File: src/rtl/alu_seq_if.sv
// alu_seq_if -- bundle of every non-clock signal of the alu_seq sequencer.
//
// Request side (from the issuing master):
//   start, op, a_in, b_in, use_carry, flag_clr  -> into the sequencer
//   busy, done, result, flag_c/z/o/s, cmp_flag  <- status back to the master
// ALU side (to the external combinational ALU):
//   alu_a, alu_b, alu_cins, alu_oe, alu_carryin -> towards the ALU
//   alu_result, alu_carry, alu_over, alu_cmp    <- back from the ALU
// Debug:
//   dbg_state <- current FSM state of the sequencer
//
// Handshake: start acts as a request valid and !busy as ready. A request is
// taken on a rising edge only when start=1 and the sequencer is idle.
// Requests made while busy are dropped, not queued. done pulses for one
// cycle when result and flags hold the new values.
//
// Modports: slave is the sequencer's view, master is the environment's view
// (issuing agent plus ALU).
interface alu_seq_if;
   logic       start;
   logic [7:0] op;
   logic [7:0] a_in;
   logic [7:0] b_in;
   logic       use_carry;
   logic       flag_clr;
   logic [7:0] alu_a;
   logic [7:0] alu_b;
   logic [7:0] alu_cins;
   logic       alu_oe;
   logic       alu_carryin;
   logic [7:0] alu_result;
   logic       alu_carry;
   logic       alu_over;
   logic       alu_cmp;
   logic       busy;
   logic       done;
   logic [7:0] result;
   logic       flag_c;
   logic       flag_z;
   logic       flag_o;
   logic       flag_s;
   logic       cmp_flag;
   logic [1:0] dbg_state;

   modport slave (
      input  start, op, a_in, b_in, use_carry, flag_clr,
      input  alu_result, alu_carry, alu_over, alu_cmp,
      output alu_a, alu_b, alu_cins, alu_oe, alu_carryin,
      output busy, done, result, flag_c, flag_z, flag_o, flag_s, cmp_flag,
      output dbg_state
   );

   modport master (
      output start, op, a_in, b_in, use_carry, flag_clr,
      output alu_result, alu_carry, alu_over, alu_cmp,
      input  alu_a, alu_b, alu_cins, alu_oe, alu_carryin,
      input  busy, done, result, flag_c, flag_z, flag_o, flag_s, cmp_flag,
      input  dbg_state
   );
endinterface

File: src/rtl/alu_seq.sv
// alu_seq -- three-state sequencer in front of an external 8-bit ALU.
// It latches one request, presents it to the ALU for one cycle, captures
// the ALU result and flags, then pulses done.
//
// Ports:
//   clk   : rising-edge clock
//   rst_n : asynchronous active-low reset
//   bus   : alu_seq_if.slave. Request inputs, ALU drive and return signals,
//           status outputs (busy, done, result, flags) and dbg_state.
// Parameter:
//   CHAIN_ZERO : when non-zero, an operation issued with use_carry=1 ANDs
//                its zero result with the previous flag_z. This gives a
//                zero test that spans several bytes.
module alu_seq #(
   parameter int CHAIN_ZERO = 1
) (
   input logic      clk,
   input logic      rst_n,
   alu_seq_if.slave bus
);

   typedef enum logic [1:0] {
      IDLE = 2'd0,
      EXEC = 2'd1,
      WB   = 2'd2
   } state_t;

   state_t     state;
   logic [7:0] op_r;
   logic [7:0] a_r;
   logic [7:0] b_r;
   logic       uc_r;

   logic       res_zero;
   logic       chain_z;

   // The zero detect is the only data-path logic that lives in this block.
   // Every other arithmetic decision is made by the external ALU.
   assign res_zero = (bus.alu_result == 8'h00);
   assign chain_z  = (CHAIN_ZERO != 0) && uc_r;

   assign bus.alu_a     = a_r;
   assign bus.alu_b     = b_r;
   assign bus.alu_cins  = op_r;
   assign bus.dbg_state = state;

   always_ff @(posedge clk or negedge rst_n) begin
      if (!rst_n) begin
         state           <= IDLE;
         op_r            <= 8'h00;
         a_r             <= 8'h00;
         b_r             <= 8'h00;
         uc_r            <= 1'b0;
         bus.result      <= 8'h00;
         bus.flag_c      <= 1'b0;
         bus.flag_z      <= 1'b0;
         bus.flag_o      <= 1'b0;
         bus.flag_s      <= 1'b0;
         bus.cmp_flag    <= 1'b0;
         bus.busy        <= 1'b0;
         bus.done        <= 1'b0;
         bus.alu_oe      <= 1'b0;
         bus.alu_carryin <= 1'b0;
      end else begin
         case (state)
            IDLE: begin
               bus.done <= 1'b0;
               if (bus.flag_clr) begin
                  bus.flag_c   <= 1'b0;
                  bus.flag_z   <= 1'b0;
                  bus.flag_o   <= 1'b0;
                  bus.flag_s   <= 1'b0;
                  bus.cmp_flag <= 1'b0;
               end
               if (bus.start) begin
                  op_r     <= bus.op;
                  a_r      <= bus.a_in;
                  b_r      <= bus.b_in;
                  uc_r     <= bus.use_carry;
                  state    <= EXEC;
                  bus.busy   <= 1'b1;
                  bus.alu_oe <= 1'b1;
                  // Carry-in uses the flag value that EXEC will see.
                  // A flag_clr on this same edge has already zeroed it.
                  bus.alu_carryin <= bus.use_carry & bus.flag_c & ~bus.flag_clr;
               end
            end
            EXEC: begin
               // The capture is the only flag update in this state.
               // A simultaneous flag_clr is therefore overridden.
               bus.result   <= bus.alu_result;
               bus.flag_c   <= bus.alu_carry;
               bus.flag_o   <= bus.alu_over;
               bus.flag_s   <= bus.alu_result[7];
               bus.cmp_flag <= bus.alu_cmp;
               bus.flag_z   <= chain_z ? (res_zero & bus.flag_z) : res_zero;
               state           <= WB;
               bus.alu_oe      <= 1'b0;
               bus.alu_carryin <= 1'b0;
               bus.done        <= 1'b1;
            end
            WB: begin
               if (bus.flag_clr) begin
                  bus.flag_c   <= 1'b0;
                  bus.flag_z   <= 1'b0;
                  bus.flag_o   <= 1'b0;
                  bus.flag_s   <= 1'b0;
                  bus.cmp_flag <= 1'b0;
               end
               state    <= IDLE;
               bus.done <= 1'b0;
               bus.busy <= 1'b0;
            end
            default: begin
               state           <= IDLE;
               bus.done        <= 1'b0;
               bus.busy        <= 1'b0;
               bus.alu_oe      <= 1'b0;
               bus.alu_carryin <= 1'b0;
            end
         endcase
      end
   end

endmodule

File: src/flat_wrapper.sv
// flat-port wrapper written by rule: the top's interface ports become plain ports
module alu_seq_flat 
#(
   parameter int CHAIN_ZERO = 1
)
  (clk, rst_n, bus_start, bus_op, bus_a_in, bus_b_in, bus_use_carry, bus_flag_clr, bus_alu_result, bus_alu_carry, bus_alu_over, bus_alu_cmp, bus_alu_a, bus_alu_b, bus_alu_cins, bus_alu_oe, bus_alu_carryin, bus_busy, bus_done, bus_result, bus_flag_c, bus_flag_z, bus_flag_o, bus_flag_s, bus_cmp_flag, bus_dbg_state);
  alu_seq_if bus_i ();
  input logic clk;
  input logic rst_n;
  input wire logic [$bits(bus_i.start)-1:0] bus_start;
  input wire logic [$bits(bus_i.op)-1:0] bus_op;
  input wire logic [$bits(bus_i.a_in)-1:0] bus_a_in;
  input wire logic [$bits(bus_i.b_in)-1:0] bus_b_in;
  input wire logic [$bits(bus_i.use_carry)-1:0] bus_use_carry;
  input wire logic [$bits(bus_i.flag_clr)-1:0] bus_flag_clr;
  input wire logic [$bits(bus_i.alu_result)-1:0] bus_alu_result;
  input wire logic [$bits(bus_i.alu_carry)-1:0] bus_alu_carry;
  input wire logic [$bits(bus_i.alu_over)-1:0] bus_alu_over;
  input wire logic [$bits(bus_i.alu_cmp)-1:0] bus_alu_cmp;
  output wire logic [$bits(bus_i.alu_a)-1:0] bus_alu_a;
  output wire logic [$bits(bus_i.alu_b)-1:0] bus_alu_b;
  output wire logic [$bits(bus_i.alu_cins)-1:0] bus_alu_cins;
  output wire logic [$bits(bus_i.alu_oe)-1:0] bus_alu_oe;
  output wire logic [$bits(bus_i.alu_carryin)-1:0] bus_alu_carryin;
  output wire logic [$bits(bus_i.busy)-1:0] bus_busy;
  output wire logic [$bits(bus_i.done)-1:0] bus_done;
  output wire logic [$bits(bus_i.result)-1:0] bus_result;
  output wire logic [$bits(bus_i.flag_c)-1:0] bus_flag_c;
  output wire logic [$bits(bus_i.flag_z)-1:0] bus_flag_z;
  output wire logic [$bits(bus_i.flag_o)-1:0] bus_flag_o;
  output wire logic [$bits(bus_i.flag_s)-1:0] bus_flag_s;
  output wire logic [$bits(bus_i.cmp_flag)-1:0] bus_cmp_flag;
  output wire logic [$bits(bus_i.dbg_state)-1:0] bus_dbg_state;
  assign bus_i.start = bus_start;
  assign bus_i.op = bus_op;
  assign bus_i.a_in = bus_a_in;
  assign bus_i.b_in = bus_b_in;
  assign bus_i.use_carry = bus_use_carry;
  assign bus_i.flag_clr = bus_flag_clr;
  assign bus_i.alu_result = bus_alu_result;
  assign bus_i.alu_carry = bus_alu_carry;
  assign bus_i.alu_over = bus_alu_over;
  assign bus_i.alu_cmp = bus_alu_cmp;
  assign bus_alu_a = bus_i.alu_a;
  assign bus_alu_b = bus_i.alu_b;
  assign bus_alu_cins = bus_i.alu_cins;
  assign bus_alu_oe = bus_i.alu_oe;
  assign bus_alu_carryin = bus_i.alu_carryin;
  assign bus_busy = bus_i.busy;
  assign bus_done = bus_i.done;
  assign bus_result = bus_i.result;
  assign bus_flag_c = bus_i.flag_c;
  assign bus_flag_z = bus_i.flag_z;
  assign bus_flag_o = bus_i.flag_o;
  assign bus_flag_s = bus_i.flag_s;
  assign bus_cmp_flag = bus_i.cmp_flag;
  assign bus_dbg_state = bus_i.dbg_state;
  alu_seq #(.CHAIN_ZERO(CHAIN_ZERO)) u_core (.clk(clk), .rst_n(rst_n), .bus(bus_i));
endmodule
File: config.mk
export PLATFORM = sky130hd
export DESIGN_NAME = alu_seq_flat
export DESIGN_NICKNAME = d
export VERILOG_FILES = /design/src/rtl/alu_seq_if.sv /design/src/rtl/alu_seq.sv /design/src/flat_wrapper.sv
export SDC_FILE = /design/constraint.sdc
export NUM_CORES = 1
export LEC_CHECK = 0
export ABC_CLOCK_PERIOD_IN_PS = 3800
export CAP_MARGIN = 20
export CORE_ASPECT_RATIO = 0.5
export CORE_MARGIN = 2
export CORE_UTILIZATION = 35
export CTS_CLUSTER_DIAMETER = 150
export DETAILED_ROUTE_END_ITERATION = 8
export GPL_TIMING_DRIVEN = 0
export PLACE_DENSITY = 0.81
export SLEW_MARGIN = 20
export SYNTH_ARGS = -nofsm -noshare
export SYNTH_HDL_FRONTEND = slang
export SYNTH_SLANG_ARGS = --single-unit
File: constraint.sdc
create_clock -name clk -period 3.8 [get_ports clk]
set_input_delay 0.95 -clock clk [delete_from_list [all_inputs] [get_ports clk]]
set_output_delay 0.95 -clock clk [all_outputs]
set_load 0.02 [all_outputs]
# == Word level (Yosys, flattened, before mapping) ==
# Index checks and enable logic that the tools add are counted.
# classes
eq_ne,4
n_mux,15
n_bitwise,6
reduce_logical,8
# op_table
operator,n
1-bit one-hot mux with 2 select lines,8
8-bit logical NOT,1
2-bit AND reduction,4
1-bit 2-to-1 mux,5
2-bit one-hot mux with 2 select lines,1
1-bit AND,3
1-bit inverter,3
"2-bit by 1-bit == test with 1-bit output, second input constant",1
"2-bit == test, second input constant",1
2-bit logical NOT,1
2-bit 2-to-1 mux,1
"2-bit by 1-bit inequality test with 1-bit output, second input constant",1
"2-bit inequality test, second input constant",1
2-bit nonzero test,1
2-bit OR reduction,1
# word_totals
regBits,44
in_bits,40
output_inout_bits,43
wordCells,48

# == Depth between registers and ports, before layout ==
# depth
word_depth,4
depth_mapped,5
depth_no_buf,4

# == Least setup slack after synthesis ==
# Ideal clock, no wire load.
# synth_timing
path_type,input to register
from,input bus_alu_result[7]
to,register u_core.bus.flag_z
setup_time_ns,0.064
t_arrival_ns,1.842
required_ns,3.736
path_slack_ns,1.893
cell_stages,3
path_buffers,0
path_cell_list,or4_4 -> a2111oi_4 -> a21o_1
# synth_via
elab_chain_len,4
# synth_rtl
item,line_no,source
from (decl),flat_wrapper.sv:16,input wire logic [$bits(bus_i.alu_result)-1:0] bus_alu_result;
8-bit logical NOT *,alu_seq.sv:39,assign res_zero = (bus.alu_result == 8'h00);
1-bit AND,alu_seq.sv:96,bus.flag_z <= chain_z ? (res_zero & bus.flag_z) : res_zero;
1-bit 2-to-1 mux *,alu_seq.sv:96,
1-bit one-hot mux with 2 select lines *,alu_seq.sv:65,case (state)
to (signal assigned),alu_seq.sv:96,
to (decl),alu_seq_if.sv:49,"output busy, done, result, flag_c, flag_z, flag_o, flag_s, cmp_flag,"
# Every way passes the cells marked *; elsewhere a longest branch is shown, timed or not.
# A chain may end at the register's enable or synchronous reset.

# == Worst setup path after layout ==
# layout_timing
from,register u_core.state[0] (netlist: u_core.bus.dbg_state[0])
to,output bus_dbg_state[0]
# layout_rtl
item,line_no,source
from (decl),alu_seq.sv:28,state_t state;
from (signal assigned),alu_seq.sv:49,state <= IDLE;
from (signal assigned),alu_seq.sv:80,state <= EXEC;
from (signal assigned),alu_seq.sv:97,state <= WB;
to (decl),flat_wrapper.sv:33,output wire logic [$bits(bus_i.dbg_state)-1:0] bus_dbg_state;
# No word-level cell between the ends.

==> implementation parameters <==
Parameter                              Value

Run status
  Outcome    completed

Synth
  Synth Area per Inst    13.9 um^2
  Post-synth top area share    0.656
  Async set-reset flop share out of synthesis    1.00
  Most used DFF post-synth    sky130_fd_sc_hd__dfrtp_1
  Syn Std Cell Area    0.00168 mm^2
  Commonest cells in the synthesized netlist    sky130_fd_sc_hd__dfrtp_1 (44), sky130_fd_sc_hd__nand2_1 (25), sky130_fd_sc_hd__mux2_1 (23)
  Most numerous cell in the Yosys netlist    sky130_fd_sc_hd__dfrtp_1
  Synth Register Bits    44
  Count of unique library cells instantiated by Yosys    22
  Number of synthesized flops with an enable pin    0
  Mapped Cells    121
  Sequential share of the synthesized area    0.656
  Cell type with the highest aggregate area in the netlist    sky130_fd_sc_hd__dfrtp_1
  Net count after synthesis    161
  Syn. warnings    0
  Top cells by area, synth    sky130_fd_sc_hd__dfrtp_1 (66%), sky130_fd_sc_hd__mux2_1 (15%), sky130_fd_sc_hd__nand2_1 (5.6%)

Die
  Initial Util    0.372
  Row cnt    17
  Core Area    0.00451 mm^2
  Floorplan die height    53.0 um
  Width of the die    102 um
  DIE AREA    0.00540 mm^2
  I/O pin count    83

Pwr
  Maximum ir drop on the vdd rail    0.000190 V
  Switching Fraction    0.319
  Leakage component of the power    1.17 nW
  Share of power burned in registers    0.428
  Int Pwr    1.02 mW
  Clock network fraction of design power    0.200
  Power per Cell Area    557 mW/mm^2
  Net switching power    0.478 mW
  Gate power share    0.372

Worst setup path
  CP bufs+invs    1
  CP Cell Sequence    clkdlybuf4s50_1
  Max incr delay on CP    0.68 ns
  Critical path fanouts, max    7
  CP endpoint kind    output port
  Worst Path Required    2.85 ns
  Crit path DAT    1.47 ns
  Slowest stage cell on the critical path    sky130_fd_sc_hd__clkdlybuf4s50_1
  Classification of the worst setup path    flop to output port
  Largest delay share family, worst path    buffers and inverters
  Worst setup SP type    flop

Timing
  Slew Viols, Final    0
  Maximum clock rate    0.413 GHz
  Setup clock skew after layout    0.00698 ns
  Slew margin rel.    0.714
  Final hold slack    0.487 ns
  Final-layout setup total negative slack    0 ns
  Share of the cycle needed by the critical path after routing    0.637
  Shortest period the worst path allows    2.42 ns
  Count of endpoints failing hold in the final timing report    0
  Worst Tran Pin Value    0.429 ns
  Setup violations, final    0
  RSZ-0062 raised after global routing    false

Layout
  Final Core Density    0.596
  Layout overhead on the synthesized area    60.1%
  Final antenna diode count    0
  Post-layout net count    251
  Ratio of cells with drive above 1 in the final layout    0.0896
  Non-filler cells, final    278

Clock network
  Number of buffers inserted during clock tree synthesis    5
  H-tree levels    2
  Post-CTS Setup Repair Bufs    0
  CTS clk-pin slew, worst paths    0.08 ns
  Buffer levels on the longest clock path    2
  TritonCTS clock tree    built
  Quantity of hold-fixing buffers added after cts    0
  Number of clock sinks    44
  Clock latency on the worst-skew pair    0.29 ns
  Number of cells upsized or downsized after cts    0
  Buffer type at the clock tree root    sky130_fd_sc_hd__clkbuf_8

Routing
  Wire length after detailed routing    3820 um
  Antenna-violating nets left    0
  Number of iterations in the first detailed-routing pass    4
  Average vias per placed instance    4.43
  Count of unresolved DRC violations after routing    0
  Post-detailed-route wirelength per cell    13.7 um
  Iteration-0 DRC count of the detailed router    26
  DR vias    1231

GRT
  Global-route wire length before repair    5950 um
  All-layer global routing usage    0.147
  Initial antenna violation count    0
  Vias in the first global route    1249
  Largest net degree at the start of global routing    28
  Global-route congestion overflow total    0

Placed design
  Total placed cells including tap cells    270
  Post-detailed-placement half-perimeter wirelength    2950 um
  GPL Wtd Cong    0.677
  IO Port Bufs    82

Job
  Max_cap viols    0

Min path
  Classification of the worst-slack hold path    flop to flop
## power by group through the flow
stage	clock network (mW)	logic, mW	registers [mW]
2_1_floorplan	0	0.119	0.783
3_3_place_gp	0	0.554	0.644
3_5_place_dp	0	0.563	0.651
4_1_cts	0.304	0.565	0.642
5_1_grt	0.326	0.593	0.655
6_report	0.300	0.556	0.641
## registers in the layout (all words and copies together), names as in the netlist, 2 cells and up
signal and cells:
u_core.bus.alu_b 8, u_core.bus.result 8, u_core.bus.alu_cins 8, u_core.bus.dbg_state 2, u_core.bus.alu_a 8
## stage by stage
step | total power, mW | worst slack [ns] | instance area, um^2
floorplan | 0.902 | 1.89 | 1680
global placement | 1.20 | 0.687 | 2580
detailed placement | 1.21 | 1.29 | 2600
CTS | 1.51 | 1.36 | 2690
global route | 1.57 | 1.33 | 2690
finish | 1.50 | 1.38 | 2690
## path summary, 6_finish.rpt
| path | startpoint | to | slack (ns) | depth (start not counted) |
|---|---|---|---|---|
| worst max-delay path | u_core.bus.dbg_state[0] | bus_dbg_state[0] | 1.38 | 1 |
| worst min-delay path | u_core.bus.result[1] | u_core.bus.result[1] | 0.49 | 2 |
| worst max register to register | u_core.bus.dbg_state[1] | u_core.bus.alu_b[2] | 2.23 | 4 |
| worst min register to register | u_core.bus.result[1] | u_core.bus.result[1] | 0.49 | 2 |
| max in group asynchronous | rst_n | u_core.bus.alu_a[5] | 2.72 | 2 |
| min in group asynchronous | rst_n | u_core.bus.alu_b[6] | 0.58 | 1 |
## layout make-up
class | instances | area, um^2
Fill cell | 377 | 1820
Sequential cell | 44 | 1100
Timing Repair Buffer | 83 | 836
Multi-Input combinational cell | 68 | 528
Clock buffer | 8 | 90.1
Tap cell | 66 | 82.6
Buffer | 4 | 31.3
Inverter | 5 | 18.8
## cell usage in the layout, fill, tap and decap left out, drive strengths merged
master	synthesis	final
clkdlybuf4s50	0	81
dfrtp	44	44
nand2	25	25
mux2	25	25
clkbuf	0	8
buf	4	6
inv	5	5
a22o	4	4
nor2	3	3
nand2b	2	2
a21oi	2	2
or4	2	2
nor2b	1	1
nand4b	1	1
o22ai	1	1
a2111oi	1	1
a21o	1	1
## cells by family after synthesis
group	count (synthesis)	synth area share
and+or+nand+nor	34	0.0946
DFF	44	0.656
buffers and inverters	9	0.0298
AOI/OAI and AO/OA	9	0.0522
muxes	25	0.168
## per-layer routing
layer  vias to the layer above  GRT usage  part of all wire
li1                        583          -                 -
met1                       616      0.178              0.44
met2                        25      0.260              0.52
met3                         7     0.0383             0.034
met4                         0     0.0511             0.012
met5                         -          0                 0
(Power assumes the default switching activity.)
==> RTL edit, RTL diff (config.mk and constraints unchanged) <==
Make the reset (`rst_n`) synchronous in one clocked block. Comments in the files are not updated.
--- a/src/rtl/alu_seq.sv
+++ b/src/rtl/alu_seq.sv
@@ -45,5 +45,5 @@
    assign bus.dbg_state = state;
 
-   always_ff @(posedge clk or negedge rst_n) begin
+   always_ff @(posedge clk) begin
       if (!rst_n) begin
          state           <= IDLE;
Function: differs if rst_n is asserted again (counterexample within 4 cycles, from zero or initial values and one cycle with rst_n low); with rst_n held inactive, the same outputs for 10 cycles.
==> RTL edit against the original RTL <==
Largest cell class is now non-clock buffers. Sequential cell count is the same. Synthesized area is 0.67% lower. Setup slack got worse by 1.6 ps. Routed wire length rose by 14%. First-iteration DRC count did not move. Critical path depth unchanged. Design area increased by 0.37%.
Power is not compared: it rests on default switching activity, and its combinational part moved more than twofold at a synthesized area within 25%.
==> RTL edit: results (changes against the original RTL) <==
* Non-clock buffers at 93 (+6.9%)
* Gpl congestion at 0.7587 (+12%)
* Placed inst area at 2571 sq um (-1.0%)
* Mean area per synthesized cell at 8.825 sq um (-36%)
* Synth top area cells: dfxtp_1, nand2_1, a21boi_1
* Inverters at 0 (-5)
* Least-Margin Pin Slew at 414.1 ps (-15.17 ps)
* Async set or reset register ratio after synthesis at 0% (-100 points)
* Clk_skew at 5.129 ps (-1.850 ps)
* Layout fillers at 397 (+5.3%)
* Largest net degree at the start of global routing at 14 (-50%)
* Worst r2r dst: u_core.bus.alu_cins[7]$_SDFFE_PN0P_
* Final design utilization at 60.11% (+0.51 points)
* Net count after synthesis at 229 (+42%)
* Sequential share of the synthesized area at 52.81% (-13 points)
* Clock-cell share at 4.685% (+1.3 points)
* Critical R2R Launch: u_core.bus.dbg_state[0]$_SDFFE_PN0P_
* CP max FO at 9 (+2)
* Reg2reg setup slack at 2410 ps (+180 ps)
* Most common library cells after synthesis: nand2_1, dfxtp_1, a21boi_1, a21boi_0, nand2b_1
* First-pass GRT wire length at 6.948 mm (+17%)
* NonClk Buf Share at 32.75% (+0.48 points)
* Status: finished clean
* Min-delay src: u_core.bus.alu_a[1]$_SDFFE_PN0P_
* Main synth FF type: dfxtp_1
* Reg area at 880.8 sq um (-20%)
* Vias in the first global route at 1509 (+21%)
* DP Cell Count at 337 (+25%)
* Vias at 1559 (+27%)
* Origin of the worst setup path: u_core.bus.dbg_state[0]$_SDFFE_PN0P_
* Layout cells sized above 1 at 6.810% (-2.2 points)
* Post-synth cell types at 21 (-4.5%)
* Final hold slack at 455.8 ps (-31.03 ps)
RTL edit: cell count changes in the layout (fill, tap and decap cells not counted), sizes merged, moves of 4 or more:
| cell | change |
|---|---|
| dfxtp | +44 |
| nand2b | +4 |
| a22o | -4 |
| nand2 | +46 |
| dfrtp | -44 |
| mux2 | -25 |
| inv | -5 |
| nand3 | +4 |
| a21boi | +39 |
RTL edit: metal layers:
metal / vias up / share of wire [%] / track usage, %
li1: 795 / - / -
met1: 722 / 43 / 19.89
met5: - / 0 / 0
met4: 0 / 1.1 / 6.982
met2: 35 / 51 / 30.92
met3: 7 / 3.9 / 4.267
RTL edit: cells by family (layout without fill, tap and decap cells):
kind of cell           Yosys count  in the layout  share of synthesized area, %
AOI/OAI and AO/OA               42             42                         19.28
DFF                             44             44                         52.81
buffers and inverters           11            101                         3.750
and+or+nand+nor                 92             92                         24.16
RTL edit: worst min-delay path: stages, from the launching register on:
cell	delay [ps]
dfxtp_1	310
nand2_1	50
a21boi_1	50
